--- src/rtl/biquad8_coeff_loader_pkg.sv ---
`default_nettype none
// ============================================================================
//  Module      : biquad8_loader_pkg
//  Description : Shared types and constants for the biquad8 coefficient
//                loader. Holds the loader state encoding, the bit layout of
//                a coefficient-table entry and the update-strobe write that
//                is optionally appended after the last coefficient.
//  Revision    : 1.0 - initial release
// ============================================================================
package biquad8_loader_pkg;

    // ------------------------------------------------------------------------
    // Loader states
    // ------------------------------------------------------------------------
    typedef enum logic [2:0] {
        ST_IDLE   = 3'd0,
        ST_FETCH  = 3'd1,
        ST_LATCH  = 3'd2,
        ST_WRITE  = 3'd3,
        ST_UPDATE = 3'd4,
        ST_DONE   = 3'd5
    } state_e;

    // ------------------------------------------------------------------------
    // Coefficient-table entry layout (44 bits)
    //   [31:0]  data word
    //   [38:32] register byte address inside the channel window
    //   [42:39] byte lane select
    //   [43]    last entry of this load
    // ------------------------------------------------------------------------
    localparam int ENTRY_W  = 44;
    localparam int DAT_LSB  = 0;
    localparam int DAT_W    = 32;
    localparam int ADR_LSB  = 32;
    localparam int ADR_W    = 7;
    localparam int SEL_LSB  = 39;
    localparam int SEL_W    = 4;
    localparam int LAST_BIT = 43;

    // Word index inside the 7-bit register window (byte address bits [6:2]).
    localparam int WORD_W   = ADR_W - 2;

    // ------------------------------------------------------------------------
    // Update-strobe write: control register, bit 0 only. Lane 2 stays clear
    // so the bypass field of the control register is left untouched.
    // ------------------------------------------------------------------------
    localparam logic [ADR_W-1:0] UPDATE_ADR = 7'h00;
    localparam logic [DAT_W-1:0] UPDATE_DAT = 32'h1;
    localparam logic [SEL_W-1:0] UPDATE_SEL = 4'b0001;

    // Word index of an entry's register address; the two byte-offset bits
    // are dropped because every write is a full 32-bit word slot.
    function automatic logic [WORD_W-1:0] entry_word(input logic [ENTRY_W-1:0] entry);
        return entry[ADR_LSB+2 +: WORD_W];
    endfunction

endpackage : biquad8_loader_pkg
`default_nettype wire

--- src/rtl/biquad8_coeff_loader.sv ---
`default_nettype none
// ============================================================================
//  Module      : biquad8_coeff_loader
//  Description : WISHBONE master that programs one biquad8 channel from a
//                coefficient table. On start_i it walks table entries from
//                base_i, issues one single-beat write per entry into the
//                selected channel's 7-bit register window and optionally
//                finishes with the update-strobe write.
//
//  Ports
//    wb_clk_i / wb_rst_i     clock, synchronous active-high reset
//    start_i / abort_i       begin a load / terminate a load
//    chan_i, base_i,         channel, first table address and update-append
//    auto_update_i           flag, all captured when a start is accepted
//    tbl_adr_o / tbl_dat_i   table RAM read port (1-cycle read latency)
//    wbm_*                   WISHBONE master, single-beat writes only
//    busy_o                  high from FETCH through DONE
//    done_o                  one-cycle completion pulse
//    err_o                   sticky error, cleared by the next accepted start
//    count_o                 writes acknowledged in the current/last load
//
//  Revision    : 1.0 - initial release
// ============================================================================
module biquad8_coeff_loader
    import biquad8_loader_pkg::*;
#(
    parameter int NCHAN        = 16,
    parameter int CHAN_BITS    = $clog2(NCHAN),
    parameter int TBL_ADR_BITS = 10,
    parameter int MAX_ENTRIES  = 64,
    parameter int TIMEOUT      = 255
) (
    input  logic                      wb_clk_i,
    input  logic                      wb_rst_i,

    input  logic                      start_i,
    input  logic                      abort_i,
    input  logic [CHAN_BITS-1:0]      chan_i,
    input  logic [TBL_ADR_BITS-1:0]   base_i,
    input  logic                      auto_update_i,

    output logic [TBL_ADR_BITS-1:0]   tbl_adr_o,
    input  logic [ENTRY_W-1:0]        tbl_dat_i,

    output logic                      wbm_cyc_o,
    output logic                      wbm_stb_o,
    output logic                      wbm_we_o,
    output logic [ADR_W+CHAN_BITS-1:0] wbm_adr_o,
    output logic [DAT_W-1:0]          wbm_dat_o,
    output logic [SEL_W-1:0]          wbm_sel_o,
    input  logic                      wbm_ack_i,
    input  logic                      wbm_err_i,

    output logic                      busy_o,
    output logic                      done_o,
    output logic                      err_o,
    output logic [6:0]                count_o
);

    localparam int ENT_W = $clog2(MAX_ENTRIES + 1);
    localparam int TMO_W = $clog2(TIMEOUT + 1);

    // ------------------------------------------------------------------------
    // State and captured load parameters
    // ------------------------------------------------------------------------
    state_e                     state_q;
    logic [CHAN_BITS-1:0]       chan_q;
    logic                       auto_upd_q;
    logic                       last_q;
    logic [ENT_W-1:0]           entries_q;
    logic [TMO_W-1:0]           tmo_q;
    logic                       gap_q;

    // ------------------------------------------------------------------------
    // Registered outputs
    // ------------------------------------------------------------------------
    logic [TBL_ADR_BITS-1:0]    tbl_adr_q;
    logic                       cyc_q;
    logic [ADR_W+CHAN_BITS-1:0] adr_q;
    logic [DAT_W-1:0]           dat_q;
    logic [SEL_W-1:0]           sel_q;
    logic                       busy_q;
    logic                       done_q;
    logic                       err_q;
    logic [6:0]                 count_q;

    // ------------------------------------------------------------------------
    // Bus response decode. Only meaningful while a cycle is open; err has
    // priority over ack, and a timeout is only declared with neither present.
    // ------------------------------------------------------------------------
    logic w_bus_err;
    logic w_bus_ack;
    logic w_timeout;
    logic w_max_hit;
    logic w_bad_chan;

    assign w_bus_err  = cyc_q & wbm_err_i;
    assign w_bus_ack  = cyc_q & wbm_ack_i & ~wbm_err_i;
    assign w_timeout  = cyc_q & ~wbm_ack_i & ~wbm_err_i & (tmo_q == TMO_W'(TIMEOUT));
    assign w_max_hit  = (entries_q == ENT_W'(MAX_ENTRIES));

    // Extended by one bit so NCHAN == 2**CHAN_BITS still compares correctly.
    assign w_bad_chan = ({1'b0, chan_i} >= (CHAN_BITS+1)'(NCHAN));

    // The byte-offset bits of the entry address are never used.
    logic w_unused_adr_lsbs;
    assign w_unused_adr_lsbs = ^tbl_dat_i[ADR_LSB +: 2];

    // ------------------------------------------------------------------------
    // Loader FSM
    // ------------------------------------------------------------------------
    always_ff @(posedge wb_clk_i) begin
        if (wb_rst_i) begin
            state_q    <= ST_IDLE;
            chan_q     <= '0;
            auto_upd_q <= 1'b0;
            last_q     <= 1'b0;
            entries_q  <= '0;
            tmo_q      <= '0;
            gap_q      <= 1'b0;
            tbl_adr_q  <= '0;
            cyc_q      <= 1'b0;
            adr_q      <= '0;
            dat_q      <= '0;
            sel_q      <= '0;
            busy_q     <= 1'b0;
            done_q     <= 1'b0;
            err_q      <= 1'b0;
            count_q    <= '0;
        end else begin
            done_q <= 1'b0;

            if (state_q == ST_IDLE) begin
                // abort_i takes precedence over a simultaneous start_i.
                if (start_i && !abort_i) begin
                    chan_q     <= chan_i;
                    auto_upd_q <= auto_update_i;
                    tbl_adr_q  <= base_i;
                    entries_q  <= '0;
                    count_q    <= '0;
                    busy_q     <= 1'b1;
                    if (w_bad_chan) begin
                        err_q   <= 1'b1;
                        state_q <= ST_DONE;
                    end else begin
                        err_q   <= 1'b0;
                        state_q <= ST_FETCH;
                    end
                end
            end else begin
                // An ack arriving together with an abort is still counted.
                if (w_bus_ack) begin
                    count_q <= count_q + 7'd1;
                end

                if (abort_i && state_q != ST_DONE) begin
                    cyc_q   <= 1'b0;
                    err_q   <= 1'b1;
                    state_q <= ST_DONE;
                end else begin
                    case (state_q)
                        ST_FETCH: begin
                            // Table RAM is reading tbl_adr_q this cycle.
                            state_q <= ST_LATCH;
                        end

                        ST_LATCH: begin
                            adr_q     <= {chan_q, entry_word(tbl_dat_i), 2'b00};
                            dat_q     <= tbl_dat_i[DAT_LSB +: DAT_W];
                            sel_q     <= tbl_dat_i[SEL_LSB +: SEL_W];
                            last_q    <= tbl_dat_i[LAST_BIT];
                            entries_q <= entries_q + ENT_W'(1);
                            tmo_q     <= '0;
                            cyc_q     <= 1'b1;
                            state_q   <= ST_WRITE;
                        end

                        ST_WRITE: begin
                            if (w_bus_err || w_timeout) begin
                                cyc_q   <= 1'b0;
                                err_q   <= 1'b1;
                                state_q <= ST_DONE;
                            end else if (w_bus_ack) begin
                                cyc_q <= 1'b0;
                                if (last_q || w_max_hit) begin
                                    if (!last_q) begin
                                        // Ran out of entries without a last
                                        // marker: the set is incomplete, so
                                        // it must not be committed.
                                        err_q   <= 1'b1;
                                        state_q <= ST_DONE;
                                    end else if (auto_upd_q) begin
                                        adr_q   <= {chan_q, UPDATE_ADR};
                                        dat_q   <= UPDATE_DAT;
                                        sel_q   <= UPDATE_SEL;
                                        gap_q   <= 1'b0;
                                        state_q <= ST_UPDATE;
                                    end else begin
                                        state_q <= ST_DONE;
                                    end
                                end else begin
                                    tbl_adr_q <= tbl_adr_q + TBL_ADR_BITS'(1);
                                    state_q   <= ST_FETCH;
                                end
                            end else begin
                                tmo_q <= tmo_q + TMO_W'(1);
                            end
                        end

                        ST_UPDATE: begin
                            if (!cyc_q) begin
                                // Hold cyc low for two cycles after the last
                                // coefficient write, matching the gap that
                                // FETCH/LATCH give between ordinary writes.
                                if (gap_q) begin
                                    tmo_q <= '0;
                                    cyc_q <= 1'b1;
                                end else begin
                                    gap_q <= 1'b1;
                                end
                            end else if (w_bus_err || w_timeout) begin
                                cyc_q   <= 1'b0;
                                err_q   <= 1'b1;
                                state_q <= ST_DONE;
                            end else if (w_bus_ack) begin
                                cyc_q   <= 1'b0;
                                state_q <= ST_DONE;
                            end else begin
                                tmo_q <= tmo_q + TMO_W'(1);
                            end
                        end

                        ST_DONE: begin
                            if (abort_i) begin
                                err_q <= 1'b1;
                            end
                            done_q  <= 1'b1;
                            busy_q  <= 1'b0;
                            state_q <= ST_IDLE;
                        end

                        default: begin
                            cyc_q   <= 1'b0;
                            state_q <= ST_IDLE;
                        end
                    endcase
                end
            end
        end
    end

    // ------------------------------------------------------------------------
    // Output drive
    // ------------------------------------------------------------------------
    assign tbl_adr_o = tbl_adr_q;
    assign wbm_cyc_o = cyc_q;
    assign wbm_stb_o = cyc_q;
    assign wbm_we_o  = cyc_q;
    assign wbm_adr_o = adr_q;
    assign wbm_dat_o = dat_q;
    assign wbm_sel_o = sel_q;
    assign busy_o    = busy_q;
    assign done_o    = done_q;
    assign err_o     = err_q;
    assign count_o   = count_q;

endmodule : biquad8_coeff_loader
`default_nettype wire
--- config.mk ---
export PLATFORM = sky130hd
export DESIGN_NAME = biquad8_coeff_loader
export DESIGN_NICKNAME = d
export VERILOG_FILES = /design/src/rtl/biquad8_coeff_loader_pkg.sv /design/src/rtl/biquad8_coeff_loader.sv
export SDC_FILE = /design/constraint.sdc
export NUM_CORES = 1
export LEC_CHECK = 0
export BUFFER_PORTS_ARGS = -buffer_cell sky130_fd_sc_hd__buf_4
export CAP_MARGIN = 20
export CORE_ASPECT_RATIO = 1.4
export CORE_MARGIN = 8
export CORE_UTILIZATION = 54
export CTS_CLUSTER_SIZE = 14
export DETAILED_ROUTE_END_ITERATION = 10
export GPL_TIMING_DRIVEN = 0
export PLACE_DENSITY = 0.91
export SLEW_MARGIN = 5
export SYNTH_ARGS = -nofsm -noshare
export SYNTH_HDL_FRONTEND = slang
export SYNTH_SLANG_ARGS = --single-unit
--- constraint.sdc ---
create_clock -name wb_clk_i -period 5 [get_ports wb_clk_i]
set_clock_uncertainty 0.15 [all_clocks]
set_input_delay 0.5 -clock wb_clk_i [delete_from_list [all_inputs] [get_ports wb_clk_i]]
set_output_delay 0.5 -clock wb_clk_i [all_outputs]
set_load 0.02 [all_outputs]
==> run metrics <==
outcome=complete, no violations; Synth Area per Inst=8.76 sq um; setup TNS=0 ns; Clk Latency, worst-skew pair=0.36 ns; CTS resizes=0; clk sinks=about 90; Psw=around 0.43 mW; HPWL after detailed placement=9.05 mm; share of cells above drive strength 1=~28%; fraction of registers with async set/reset=0%; hold path cells=3; Chip Height=about 120 um; Post-synth EDFFs=0; P&R area growth vs syn=32.5%; power density over the cells=288 nW/um^2; clock share of power=about a third; setup violators final=0; Placeable Area=about 7300 sq um; IO Port Bufs=130; final net count=666; DRC viols=0; Post-CTS Setup Repair Bufs=0; crit end category=flip-flop; combinational share of power=roughly 17%; Final Core Density=72.5%; CP Data Arrival Time=around 2.3 ns; row count=37; Slew HR=about three fifths; WS Path Type=reg -> reg; RSZ-0062 raised after global routing=no; CTS buffer count=9; Leakage=between 2 and 2.5 nW; Tightest Pin Transition=approximately 0.59 ns; number of library cell types mapped by synthesis=58; fin area=5270 sq um; Pre-antenna DRT Iters=5; Top Ports=between 100 and 150; CP required=between 5 and 6 ns; Post-Synthesis Cell Area=about 4000 sq um; placed inst area=a little over 5000 sq um; clk buf depth=2; Place WS=approximately 2.7 ns; most used flip-flop cell after synthesis=dfxtp_1; DIE WIDTH=just under 90 um; CP Launch Type=flip-flop; Final Wtd Congestion=0.899; Switching Fraction=around 28%; Routed Antenna Nets=0; Worst-path clk slew=0.09 ns; DR vias=about 4,000; Global Route Usage Sum=about 23%; max-cap viol count=0; Worst VDD drop=between 0.0002 and 0.00025 V; FF+latch area=approximately 1800 sq um; H-tree lvl count=3; register share of total power=between 50% and 60%; final period utilization=a little over two fifths; fmax=~460 MHz; cell count after synthesis=454; ANT cells=0; DR vias/cell=5.78; setup ws final=2.85 ns; Detailed Route WL=12.1 mm; crit path time final=around 2.2 ns; largest net degree at the start of global routing=16; CTS tree=done; Initial Utilization=54.7%; first-pass GRT wire length=19.2 mm; Slew Viols, Final=0; worst r2r path cells=7; initial antenna violation count=0; peak fanout along the critical path=10; Die ar.=about 10,000 sq um; sequential-to-total area share from yosys stat=between 40% and 50%; Post-CTS Hold Buffers=0; gr ovfl total=0; Tightest Hold Check Type=in -> reg; vias in the first global route=4,048; area of the multi-input gates=approximately 2000 sq um; drt wl/cell=17.4 um; Synth Register Bits=between 90 and 100; Int Pwr=approximately 1.1 mW; Synth Warn #=0; final hold violation count=0; DRT iter0 DRCs=about 410; clk root buf=clkbuf_8; Fill cells=around 520
[critical path, cell delays in order (launching register included)]
cell       delay [ns]
dfxtp_1          0.32
buf_2            0.24
nand4bb_1        0.30
o2bb2ai_2        0.32
o21a_1           0.23
buf_4            0.19
a21oi_1          0.08
a211oi_1         0.24
[cell families (layout without fill, tap and decap cells)]
kind of cell / Yosys count / after routing / share of synthesized area (%)
adders and majority gates: 5 / 5 / 1.57
muxes: 10 / 10 / 2.52
buffers and inverters: 44 / 190 / 4.94
AOI/OAI and AO/OA: 116 / 116 / 20.3
DFF: 91 / 91 / 45.8
xor gates and xnor gates: 17 / 17 / 3.74
other: 1 / 2 / 0.0942
and+or+nand+nor: 170 / 170 / 21.0
[synth_stat cells, types with 7 or more instances]
cell type / count / share of area [%]
nand4_1: 9 / 1.4
inv_1: 10 / 0.94
mux2i_1: 10 / 2.5
nand3_1: 9 / 1.1
xor2_1: 9 / 2.0
a22oi_1: 41 / 7.7
nor2_1: 81 / 7.6
dfxtp_1: 91 / 46
buf_2: 10 / 1.3
o21ai_0: 14 / 1.8
a21oi_1: 20 / 2.5
nor3_1: 9 / 1.1
nand2_1: 22 / 2.1
nand2b_1: 8 / 1.3
a211oi_1: 7 / 1.3
xnor2_1: 8 / 1.8
clkbuf_1: 18 / 1.7
[power by group through the flow]
stage               registers (mW)  clock network [mW]  logic [mW]
floorplan                    0.795                   0       0.130
global placement             0.779                   0       0.241
detailed placement           0.781                   0       0.249
CTS                          0.764               0.503       0.251
global route                 0.768               0.528       0.271
finish                       0.765               0.501       0.254
[sequential cells by signal (all words and copies together) (netlist names), 3 cells and up]
| name | count |
|---|---|
| wbm_dat_o | 32 |
| tbl_adr_o | 10 |
| wbm_adr_o | 9 |
| tmo_q | 8 |
| count_o | 7 |
| entries_q | 7 |
| chan_q | 4 |
| wbm_sel_o | 4 |
| state_q | 3 |
[per-stage QoR]
| step | hold WS, ns | std cells | power [mW] |
|---|---|---|---|
| after floorplan | 0.310 | 455 | 0.926 |
| after global placement | 0.301 | 682 | 1.02 |
| after detailed placement | 0.301 | 682 | 1.03 |
| after CTS | 0.212 | 698 | 1.52 |
| after global routing | 0.221 | 698 | 1.57 |
| final | 0.223 | 698 | 1.52 |
[layout by cell type (no fill, tap or decap), drive strengths merged, types with 4 or more instances in the layout]
cell type,synthesis,routed
buf,16,146
dfxtp,91,91
nor2,81,81
a22oi,41,41
clkbuf,18,28
nand2,22,22
a21oi,20,20
o21ai,16,16
inv,10,11
mux2i,10,10
nor3,10,10
nand4,9,9
nand3,9,9
xor2,9,9
nand2b,9,9
xnor2,8,8
a211oi,7,7
and3,5,5
nor2b,5,5
ha,5,5
nor4,5,5
a31oi,4,4
[path summary, 6_finish.rpt]
check,from,to,slack [ns]
hold / removal,chan_i[1],chan_q[1],0.22
setup reg to reg,state_q[0],tbl_adr_o[8],2.85
setup / recovery,state_q[0],tbl_adr_o[8],2.85
hold reg to reg,err_o,err_o,0.32
[area by class of cell]
cell class	instances	share of cell area, %
repair buffers	130	18.5
inverters	10	0.712
well taps	97	2.30
plain buffers	34	3.01
clock inverters	6	1.23
flip-flops and latches	91	34.6
clock buffers	10	2.42
multi-input cells	320	37.3
[routing by layer]
metal  part of all wire [%]  GRT usage, %  vias to the layer above
li1                       -             -                     1904
met1                     37          24.5                     1902
met2                     50          38.6                      199
met3                     10          9.36                       30
met4                    2.3          9.35                        0
met5                      0             0                        -
(Power assumes the default switching activity.)
